## config.mk

```make
export PLATFORM = sky130hd
export DESIGN_NAME = snn_frame_ctrl
export DESIGN_NICKNAME = d
export VERILOG_FILES = /design/src/rtl/snn_pkg.sv /design/src/rtl/snn_byte_unpacker.sv /design/src/rtl/snn_frame_ctrl.sv
export SDC_FILE = /design/constraint.sdc
export NUM_CORES = 1
export LEC_CHECK = 0
export CORE_MARGIN = 2
export CORE_UTILIZATION = 49
export CTS_BUF_LIST = sky130_fd_sc_hd__clkbuf_4
export DETAILED_ROUTE_END_ITERATION = 7
export GPL_TIMING_DRIVEN = 0
export HOLD_SLACK_MARGIN = 0.08
export PLACE_DENSITY = 0.92
export SYNTH_ARGS = -nofsm -noshare
export SYNTH_HDL_FRONTEND = slang
export SYNTH_SLANG_ARGS = --single-unit
export TNS_END_PERCENT = 50
```

## constraint.sdc

```tcl
create_clock -name clk -period 1.7 [get_ports clk]
set_input_delay 0.34 -clock clk [delete_from_list [all_inputs] [get_ports clk]]
set_output_delay 0.34 -clock clk [all_outputs]
set_load 0.01 [all_outputs]
```

## src/rtl/snn_pkg.sv

```systemverilog
// Shared types and constants for the SNN front-end sequencer (snn_frame_ctrl).
package snn_pkg;

  typedef enum logic [2:0] {
    RECV,
    UNPACK,
    START,
    WAIT_DONE,
    REPORT
  } state_t;

  localparam int NUM_PIXELS      = 784;
  localparam int PIXELS_PER_BYTE = 8;
  localparam int BYTES_PER_FRAME = NUM_PIXELS / PIXELS_PER_BYTE;

  localparam logic [7:0] ASCII_ZERO = 8'h30;
  localparam logic [7:0] ASCII_ERR  = 8'h3F;

  // Digits 0-9 map to '0'-'9'; anything else reports '?'.
  function automatic logic [7:0] digit_to_ascii(input logic [3:0] digit);
    return (digit <= 4'd9) ? (ASCII_ZERO + {4'h0, digit}) : ASCII_ERR;
  endfunction

endpackage

```

## src/rtl/snn_byte_unpacker.sv

```systemverilog
// Shift register plus bit counter: turns one loaded byte into BYTE_W
// consecutive LSB-first pixel strobes.
module snn_byte_unpacker #(
  parameter int BYTE_W = 8
) (
  input  logic              clk,
  input  logic              rst,
  input  logic              load,
  input  logic [BYTE_W-1:0] din,
  output logic              bit_valid,
  output logic              bit_data,
  output logic              last_bit
);

  localparam int CNT_W = (BYTE_W > 1) ? $clog2(BYTE_W) : 1;

  logic [BYTE_W-1:0] shift_q;
  logic [CNT_W-1:0]  cnt_q;
  logic              active_q;

  // NOTE: sequential state uses non-blocking assignments so every register
  // samples the pre-edge values of the others, independent of statement order.
  always_ff @(posedge clk) begin
    if (rst) begin
      shift_q  <= '0;
      cnt_q    <= '0;
      active_q <= 1'b0;
    end else if (load) begin
      shift_q  <= din;
      cnt_q    <= '0;
      active_q <= 1'b1;
    end else if (active_q) begin
      shift_q <= shift_q >> 1;
      cnt_q   <= cnt_q + CNT_W'(1);
      if (last_bit) active_q <= 1'b0;
    end
  end

  assign bit_valid = active_q;
  assign bit_data  = active_q & shift_q[0];
  assign last_bit  = active_q && (cnt_q == CNT_W'(BYTE_W - 1));

endmodule

```

## src/rtl/snn_frame_ctrl.sv

```systemverilog
// Frame sequencer: unpacks received bytes into the pixel RAM, kicks snn_core,
// and reports the classified digit as ASCII. Optional SNN_TIMEOUT_EN adds a
// WAIT_DONE watchdog that reports '?' after TIMEOUT_CYC cycles.
module snn_frame_ctrl #(
  parameter int NUM_PIXELS  = snn_pkg::NUM_PIXELS,
  parameter int ADDR_W      = 10,
  parameter int BYTE_W      = snn_pkg::PIXELS_PER_BYTE,
  parameter int TIMEOUT_CYC = 32768
) (
  input  logic              clk,
  input  logic              rst,
  input  logic              rx_rdy,
  input  logic [BYTE_W-1:0] rx_data,
  output logic              rx_clr,
  output logic              ram_we,
  output logic [ADDR_W-1:0] ram_addr,
  output logic              ram_data,
  output logic              core_start,
  input  logic              core_done,
  input  logic [3:0]        core_digit,
  input  logic              tx_rdy,
  output logic              tx_start,
  output logic [7:0]        tx_data,
  output logic [3:0]        digit_out,
  output logic              result_valid,
  output logic              busy
);

  import snn_pkg::*;

  if ((NUM_PIXELS % BYTE_W) != 0 || NUM_PIXELS > (1 << ADDR_W) || TIMEOUT_CYC < 1)
  begin : g_cfg_err
    $error("snn_frame_ctrl: inconsistent NUM_PIXELS/BYTE_W/ADDR_W/TIMEOUT_CYC");
  end

  state_t            state_q, state_d;
  logic [ADDR_W-1:0] addr_q;
  logic [3:0]        digit_q;
  logic [7:0]        tx_data_q;
  logic              result_valid_q;

  logic              load;
  logic              bit_valid, bit_data, last_bit;
  logic              frame_end;
  logic              timeout_hit;
  logic              report_go;
  logic [3:0]        report_digit;

  assign load      = (state_q == RECV) && rx_rdy;
  assign frame_end = last_bit && (addr_q == ADDR_W'(NUM_PIXELS - 1));

  snn_byte_unpacker #(.BYTE_W(BYTE_W)) u_unpacker (
    .clk       (clk),
    .rst       (rst),
    .load      (load),
    .din       (rx_data),
    .bit_valid (bit_valid),
    .bit_data  (bit_data),
    .last_bit  (last_bit)
  );

`ifdef SNN_TIMEOUT_EN
  localparam int TMO_W = $clog2(TIMEOUT_CYC + 1);
  logic [TMO_W-1:0] tmo_q;

  // Runs only while waiting, so it is already clear on every WAIT_DONE entry.
  always_ff @(posedge clk) begin
    if (rst || state_q != WAIT_DONE) tmo_q <= '0;
    else                             tmo_q <= tmo_q + TMO_W'(1);
  end

  assign timeout_hit = (state_q == WAIT_DONE) && (tmo_q == TMO_W'(TIMEOUT_CYC - 1));
`else
  assign timeout_hit = 1'b0;
`endif

  // A real done always wins over a simultaneous watchdog expiry.
  assign report_go    = (state_q == WAIT_DONE) && (core_done || timeout_hit);
  assign report_digit = core_done ? core_digit : 4'hF;

  always_ff @(posedge clk) begin
    if (rst) state_q <= RECV;
    else     state_q <= state_d;
  end

  always_comb begin
    state_d = state_q;
    unique case (state_q)
      RECV:      if (rx_rdy)    state_d = UNPACK;
      UNPACK:    if (last_bit)  state_d = frame_end ? START : RECV;
      START:                    state_d = WAIT_DONE;
      WAIT_DONE: if (report_go) state_d = REPORT;
      REPORT:    if (tx_rdy)    state_d = RECV;
      default:                  state_d = RECV;
    endcase
  end

  // NOTE: every output gets a value on every path through this block;
  // a missing default in combinational logic would infer a latch.
  always_comb begin
    rx_clr       = (state_q == RECV) && rx_rdy;
    ram_we       = bit_valid;
    ram_addr     = addr_q;
    ram_data     = bit_data;
    core_start   = (state_q == START);
    tx_start     = (state_q == REPORT) && tx_rdy;
    tx_data      = tx_data_q;
    digit_out    = digit_q;
    result_valid = result_valid_q;
    busy         = (state_q != RECV);
  end

  always_ff @(posedge clk) begin
    if (rst) begin
      addr_q         <= '0;
      digit_q        <= '0;
      tx_data_q      <= '0;
      result_valid_q <= 1'b0;
    end else begin
      if (state_q == UNPACK) addr_q <= frame_end ? '0 : addr_q + ADDR_W'(1);
      if (state_q == START)  addr_q <= '0;

      if (report_go) begin
        digit_q   <= report_digit;
        tx_data_q <= digit_to_ascii(report_digit);
      end

      // Address 0 in RECV means the accepted byte opens a new frame.
      if (tx_start)                  result_valid_q <= 1'b1;
      else if (load && addr_q == '0) result_valid_q <= 1'b0;
    end
  end

endmodule

```

==> results of run 1 <==
## worst max-delay path: stages (launching register included)
cell	delay, ns
dfxtp_2	0.34
buf_6	0.14
nor3_4	0.23
nand2_4	0.09
inv_4	0.08
buf_4	0.12
## registers in the layout (all words and copies together), names as in the netlist
signal                cells
u_unpacker.cnt_q          3
u_unpacker.bit_valid      1
tx_data                   5
u_unpacker.shift_q        8
state_q                   3
ram_addr                 10
digit_out                 4
result_valid              1
## stage by stage
stage	hold slack [ns]	total power [W]	setup slack (ns)	area, sq um	TNS (ns)
floorplan	0.4603	0.001261	0.2865	1645	0
global placement	0.4443	0.001427	-0.4046	2123	-0.9434
detailed placement	0.4551	0.001446	-0.4193	2123	-0.9991
CTS	0.3786	0.001897	-0.004420	2213	-0.004420
global route	0.4499	0.002023	-0.04676	2236	-0.06722
finish	0.3914	0.001925	0.02187	2236	0
## path summary, 6_finish.rpt
path                                          start      endpoint  slack, ns  depth (start not counted)
worst max-delay path                     state_q[2]        rx_clr       0.02                          5
worst min-delay path                            rst    state_q[1]       0.39                          2
worst max register to register  u_unpacker.cnt_q[0]   ram_addr[9]       0.07                          7
worst min register to register         digit_out[3]  digit_out[3]       0.46                          2
## per-layer routing
layer	share of wire	up-vias	wire (um)	GRT usage
li1	-	733	-	-
met1	0.41	694	1591	0.2391
met2	0.53	40	2060	0.3820
met3	0.034	14	132	0.04762
met4	0.033	0	130	0.1246
met5	0	-	0	0
## area by class of cell
class	instances	area, sq um
Clock inverter	2	7.507
Timing Repair Buffer	45	420.4
Sequential cell	35	714.4
Fill cell	241	1049
Inverter	4	17.52
Buffer	14	120.1
Clock buffer	6	45.04
Multi-Input combinational cell	129	853.3
Tap cell	46	57.56
## Yosys cell counts, drive strengths merged (5+ instances only)
master | number | area [sq um]
dfxtp | 35 | 700.7
nor2 | 27 | 101.4
nand2 | 19 | 73.82
buf | 11 | 88.83
a21oi | 10 | 50.05
mux2i | 9 | 90.09
a211oi | 8 | 60.06
nor3 | 6 | 41.29
nand3 | 5 | 25.02
xnor2 | 5 | 43.79
xor2 | 5 | 43.79
## power by group through the flow
| stage | Sequential, W | Combinational [W] | Clock, W |
|---|---|---|---|
| global route | 0.000945 | 0.000594 | 0.000484 |
| global placement | 0.000944 | 0.000484 | 0 |
| detailed placement | 0.000948 | 0.000498 | 0 |
| finish | 0.000937 | 0.000546 | 0.000441 |
| CTS | 0.000932 | 0.000526 | 0.000439 |
| floorplan | 0.000946 | 0.000315 | 0 |
## timing repair
| item | 4_1_cts | 5_1_grt |
|---|---|---|
| endpoints found under the setup margin | 7 | 15 |
| resized for setup | 31 | 12 |
| pin swaps | 3 | 3 |
| setup buffers | 1 | 2 |
## cell families after synthesis
group	after synthesis	share of synthesized area
compound gates	29	0.1143
simple gates	75	0.2477
mux	9	0.05488
other cells	1	0.002284
fa+ha+maj	4	0.03049
flops	35	0.4268
xor+xnor	10	0.05335
buf+inv	18	0.07012
==> run summary, run 1 <==
CP max FO -> 10
Core Footprint -> 3284 sq um
CTS Sinks -> 35
#FFs+latches synth -> 35
Hold WC Path Type -> input pin to register
Final net count -> 255
Hold buffers post-CTS -> 0
DIE AREA -> 3829 sq um
Initial DRT Pass Iterations -> 4
Post-Layout Cell Count -> 281
Post-synth EDFFs -> 0
Sequential share of power -> 0.487
Synth Warn # -> 0
Antenna Nets Post-Route -> 0
Mapped Cells -> 181
Routed wire per std cell -> 13.93 um
Sequential fraction of the synthesis area -> 0.4268
Max-cap violation count -> 0
Die W -> 61.88 um
Vias in the first global route -> 1385
Post-synth top flop -> dfxtp_1
Crit share post-route -> 0.9871
Int Pwr -> 0.001336 W
Final hold violations -> 0
Worst EP arrival -> 1.34 ns
CTS clock-pin slew for the worst setup and hold paths -> 0.10 ns
Crit end category -> output pin
Fin crit period -> 1.678 ns
Clk_lat worst skew -> 0.35 ns
Async S/R FF share, synth -> 0
Dpl cells -> 270
IO Pins -> 46
Pin count of the biggest net entering global routing -> 11
GPL Wtd Cong -> 0.7549
DRC Markers -> 0
DP HPWL -> 2.792 mm
Logic pwr share -> 0.284
Peak supply drop -> 0.4356 mV
Routed via count -> 1481
Port bufs -> 42
Longest Clk Path Bufs -> 2
CP required -> 1.36 ns
First-iteration detailed-routing DRC count -> 81
CTS tree -> yes
Pwr/cell area -> 860.8 nW/um^2
CTS H-tree depth -> 2
Post-Syn Area -> 1642 sq um
Starting Density -> 0.4998
GRT Total Usage -> 0.2168
Site Rows -> 21
Cell leakage power -> 0.8478 nW
Max Freq -> 595.9 MHz
RSZ-0062 raised after global routing -> yes
Via density -> 5.270
Final Util -> 0.6808
Area delta synth->final -> 36.20%
Syn avg cell area -> 9.069 sq um
Status -> finished clean
Commonest non-fill, non-tap cell in the layout -> clkdlybuf4s50_1
Commonest non-fill, non-tap cells in the layout -> clkdlybuf4s50_1 (37), nor2_1 (27), dfxtp_1 (24), nand2_1 (17), dfxtp_2 (11)
Total grt overflow -> 0
First-pass GRT wire length -> 5.954 mm
Initial antenna violation count -> 0
Slew Viols, Final -> 0
Total Wirelength -> 3.915 mm
Switching share of power -> 0.3061
CTS buffer count -> 5
Worst setup SP type -> register
Synth unique cells -> 42
Switch Pwr -> 0.0005892 W
Setup-failing EPs final -> 0
Antenna cell count -> 0
Crit Path Class -> register to output pin
Clock share of power -> 0.229
Worst clock skew -> 0.01520 ns
Die Span Y -> 61.88 um
Root buf cell -> clkbuf_4
Layout cells sized above 1 -> 0.1957
Note: power is estimated with default switching activity, not from simulation.
==> run 2: changes to the inputs <==
--- a/config.mk
+++ b/config.mk
@@ -10,7 +10,6 @@
 export CTS_BUF_LIST = sky130_fd_sc_hd__clkbuf_4
 export DETAILED_ROUTE_END_ITERATION = 7
 export GPL_TIMING_DRIVEN = 0
-export HOLD_SLACK_MARGIN = 0.08
 export PLACE_DENSITY = 0.92
 export SYNTH_ARGS = -nofsm -noshare
 export SYNTH_HDL_FRONTEND = slang
==> results of run 2 <==
Same layout as run 1: the final DEF is identical, and so are final timing and power.
==> run 3: changes to the inputs <==
--- a/config.mk
+++ b/config.mk
@@ -5,9 +5,10 @@
 export SDC_FILE = /design/constraint.sdc
 export NUM_CORES = 1
 export LEC_CHECK = 0
-export CORE_MARGIN = 2
+export CORE_MARGIN = 3
 export CORE_UTILIZATION = 49
 export CTS_BUF_LIST = sky130_fd_sc_hd__clkbuf_4
+export CTS_CLUSTER_SIZE = 14
 export DETAILED_ROUTE_END_ITERATION = 7
 export GPL_TIMING_DRIVEN = 0
 export PLACE_DENSITY = 0.92
==> run 3 against run 2 <==
  * Sequential power barely moved
  * Sequential share of layout area up 0.14 points
  * Cell area shrank 0.62%
  * Critical path type unchanged
  * Wire length decreased by 1.1%
  * Utilization increased by 3.0 points
  * Critical endpoint unchanged
  * Non-clock buffer count decreased by 1
==> run summary, run 3 (synthesis gave the netlist of run 1 again) <==
Core Footprint -> 3128 sq um (was 3284 sq um)
Worst r2r src -> u_unpacker.cnt_q[0] (unchanged)
Critical path startpoint -> state_q[1] (was state_q[2])
Peak supply drop -> 0.5230 mV (was 0.4356 mV)
Dpl cells -> 268 (was 270)
CTS buffer count -> 5 (unchanged)
Initial antenna violation count -> 0 (unchanged)
Reg area -> 713.2 sq um (was 714.4 sq um)
Placed Instance Area -> 2121 sq um (was 2123 sq um)
Fin crit period -> 1.674 ns (was 1.678 ns)
Antenna Nets Post-Route -> 0 (unchanged)
Crit Path Class -> register to output pin (unchanged)
Highest Signal Layer -> met4 (unchanged)
CTS H-tree depth -> 2 (unchanged)
Vias in the first global route -> 1445 (was 1385)
Post-Layout Cell Count -> 276 (was 281)
CTS clock-pin slew for the worst setup and hold paths -> 0.09 ns (was 0.10 ns)
Die Span Y -> 63.88 um (was 61.88 um)
Routed wl met3 -> 137 um (was 132 um)
Site Rows -> 20 (was 21)
Clk_lat worst skew -> 0.32 ns (was 0.35 ns)
Total power -> 0.001883 W (was 0.001925 W)
CTS tree -> yes (unchanged)
CP max-delay cell -> dfxtp_2 (unchanged)
First-pass GRT wire length -> 6.375 mm (was 5.954 mm)
CP required -> 1.36 ns (about the same)
DIE AREA -> 4081 sq um (was 3829 sq um)
Area delta synth->final -> 35.37% (was 36.20%)
List of cells traversed by the critical path -> buf_6, nor3_4, nand2_4, inv_6, clkbuf_2 (was buf_6, nor3_4, nand2_4, inv_4, buf_4)
Max Freq -> 597.3 MHz (was 595.9 MHz)
CTS Sinks -> 35 (unchanged)
GPL Wtd Cong -> 0.7756 (was 0.7549)
RSZ-0062 raised after global routing -> yes (unchanged)
DRC Markers -> 0 (unchanged)
Crit share post-route -> 0.9848 (was 0.9871)
Via density -> 5.196 (was 5.270)
WL met1 -> 1.624 mm (was 1.591 mm)
Worst EP arrival -> 1.33 ns (was 1.34 ns)
DP HPWL -> 2.791 mm (was 2.792 mm)
Commonest non-fill, non-tap cell in the layout -> clkdlybuf4s50_1 (unchanged)
Pwr/cell area -> 847.4 nW/um^2 (was 860.8 nW/um^2)
Buf/Inv on CP -> 3 (unchanged)
Total grt overflow -> 0 (unchanged)
Worst clock skew -> 0.003067 ns (was 0.01520 ns)
Hold WC Path Type -> input pin to register (unchanged)
Root buf cell -> clkbuf_4 (unchanged)
Setup-failing EPs final -> 0 (unchanged)
Slew Viols, Final -> 0 (unchanged)
Cell leakage power -> 0.8531 nW (was 0.8478 nW)
Commonest non-fill, non-tap cells in the layout -> clkdlybuf4s50_1 (36), nor2_1 (27), dfxtp_1 (25), nand2_1 (17) (was clkdlybuf4s50_1 (37), nor2_1 (27), dfxtp_1 (24), nand2_1 (17), dfxtp_2 (11))
Layout cells sized above 1 -> 0.1897 (was 0.1957)
Routed wire per std cell -> 14.03 um (was 13.93 um)
Final net count -> 254 (was 255)
Die W -> 63.88 um (was 61.88 um)
WHS -> 0.4136 ns (was 0.3914 ns)
Antenna cell count -> 0 (unchanged)
Multi-input gate area -> 859.6 sq um (was 853.3 sq um)
DR WL met2 -> 2.067 mm (was 2.060 mm)
CP max FO -> 10 (unchanged)
Status -> finished clean (unchanged)
Design Area, Final -> 2222 sq um (was 2236 sq um)
GRT Total Usage -> 0.1972 (was 0.2168)
Pin count of the biggest net entering global routing -> 11 (unchanged)
Crit path largest cell delay -> 0.35 ns (was 0.34 ns)
Hold buffers post-CTS -> 0 (unchanged)
Initial DRT Pass Iterations -> 4 (unchanged)
Total Wirelength -> 3.872 mm (was 3.915 mm)
Worst setup SP type -> register (unchanged)
Routed via count -> 1434 (was 1481)
Crit end category -> output pin (unchanged)
Longest Clk Path Bufs -> 2 (unchanged)
HP Start -> rst (unchanged)
Layout filler cell count -> 234 (was 241)
Max FFs per register -> 10 (unchanged)
Final hold violations -> 0 (unchanged)
IO Pins -> 46 (unchanged)
Delay-heaviest family, CP -> buffers and inverters (was flip-flops)
Starting Density -> 0.5248 (was 0.4998)
First-iteration detailed-routing DRC count -> 57 (was 81)
Max-cap violation count -> 0 (unchanged)
Port bufs -> 42 (unchanged)
run 3: changes by cell type in the layout (fill, tap and decap cells not counted), sizes merged:
cell,before,now
buf,17,14
clkdlybuf4s50,37,36
clkinv,2,0
dlymetal6s2s,0,1
clkbuf,11,13
run 3: final timing paths:
kind             endpoint  slack (ns)  cells after the start
max                rx_clr        0.03                      5
min            state_q[1]        0.41                      2
max reg2reg   ram_addr[9]        0.09                      7
min reg2reg  digit_out[1]        0.46                      2
run 3: report_power, final:
group	switching [W]	internal, W
Clock	0.000243	0.000163
Sequential	0.0000468	0.000889
Combinational	0.000275	0.000266
Total	0.000564	0.00132
run 3: worst reg2reg max path: cells and delay by family (launching register included):
kind | cells | cell delay (ns)
AOI/OAI and AO/OA | 1 | 0.37
adders and majority gates | 2 | 0.39
buffers and inverters | 1 | 0.15
DFF | 1 | 0.34
and+or+nand+nor | 3 | 0.31
run 3: stage by stage:
step	worst slack (ns)	utilization	setup TNS, ns
2_1_floorplan	0.2865	-	0
3_3_place_gp	-0.4027	0.6780	-0.9176
3_5_place_dp	-0.4179	0.6780	-0.9515
4_1_cts	-0.07137	0.7060	-0.09176
5_1_grt	-0.03940	0.7104	-0.07873
6_report	0.02586	0.7104	0
run 3: layer usage:
layer | GRT usage | vias up
li1 | - | 719
met1 | 0.2241 | 684
met2 | 0.3561 | 27
met3 | 0.04042 | 4
met4 | 0.07817 | 0
met5 | 0 | -
run 3: final cells by class:
class / count / area share
Inverter: 4 / 0.009009
Sequential cell: 35 / 0.3209
Clock buffer: 6 / 0.02027
Tap cell: 44 / 0.02477
Multi-Input combinational cell: 129 / 0.3868
Buffer: 14 / 0.05237
Timing Repair Buffer: 44 / 0.1858
run 3: timing repair:
action,CTS,global route
pin swaps,2,2
setup endpoints to repair,7,12
resized for setup,23,18
hold endpoints to repair,0,0
buffers inserted,2,0
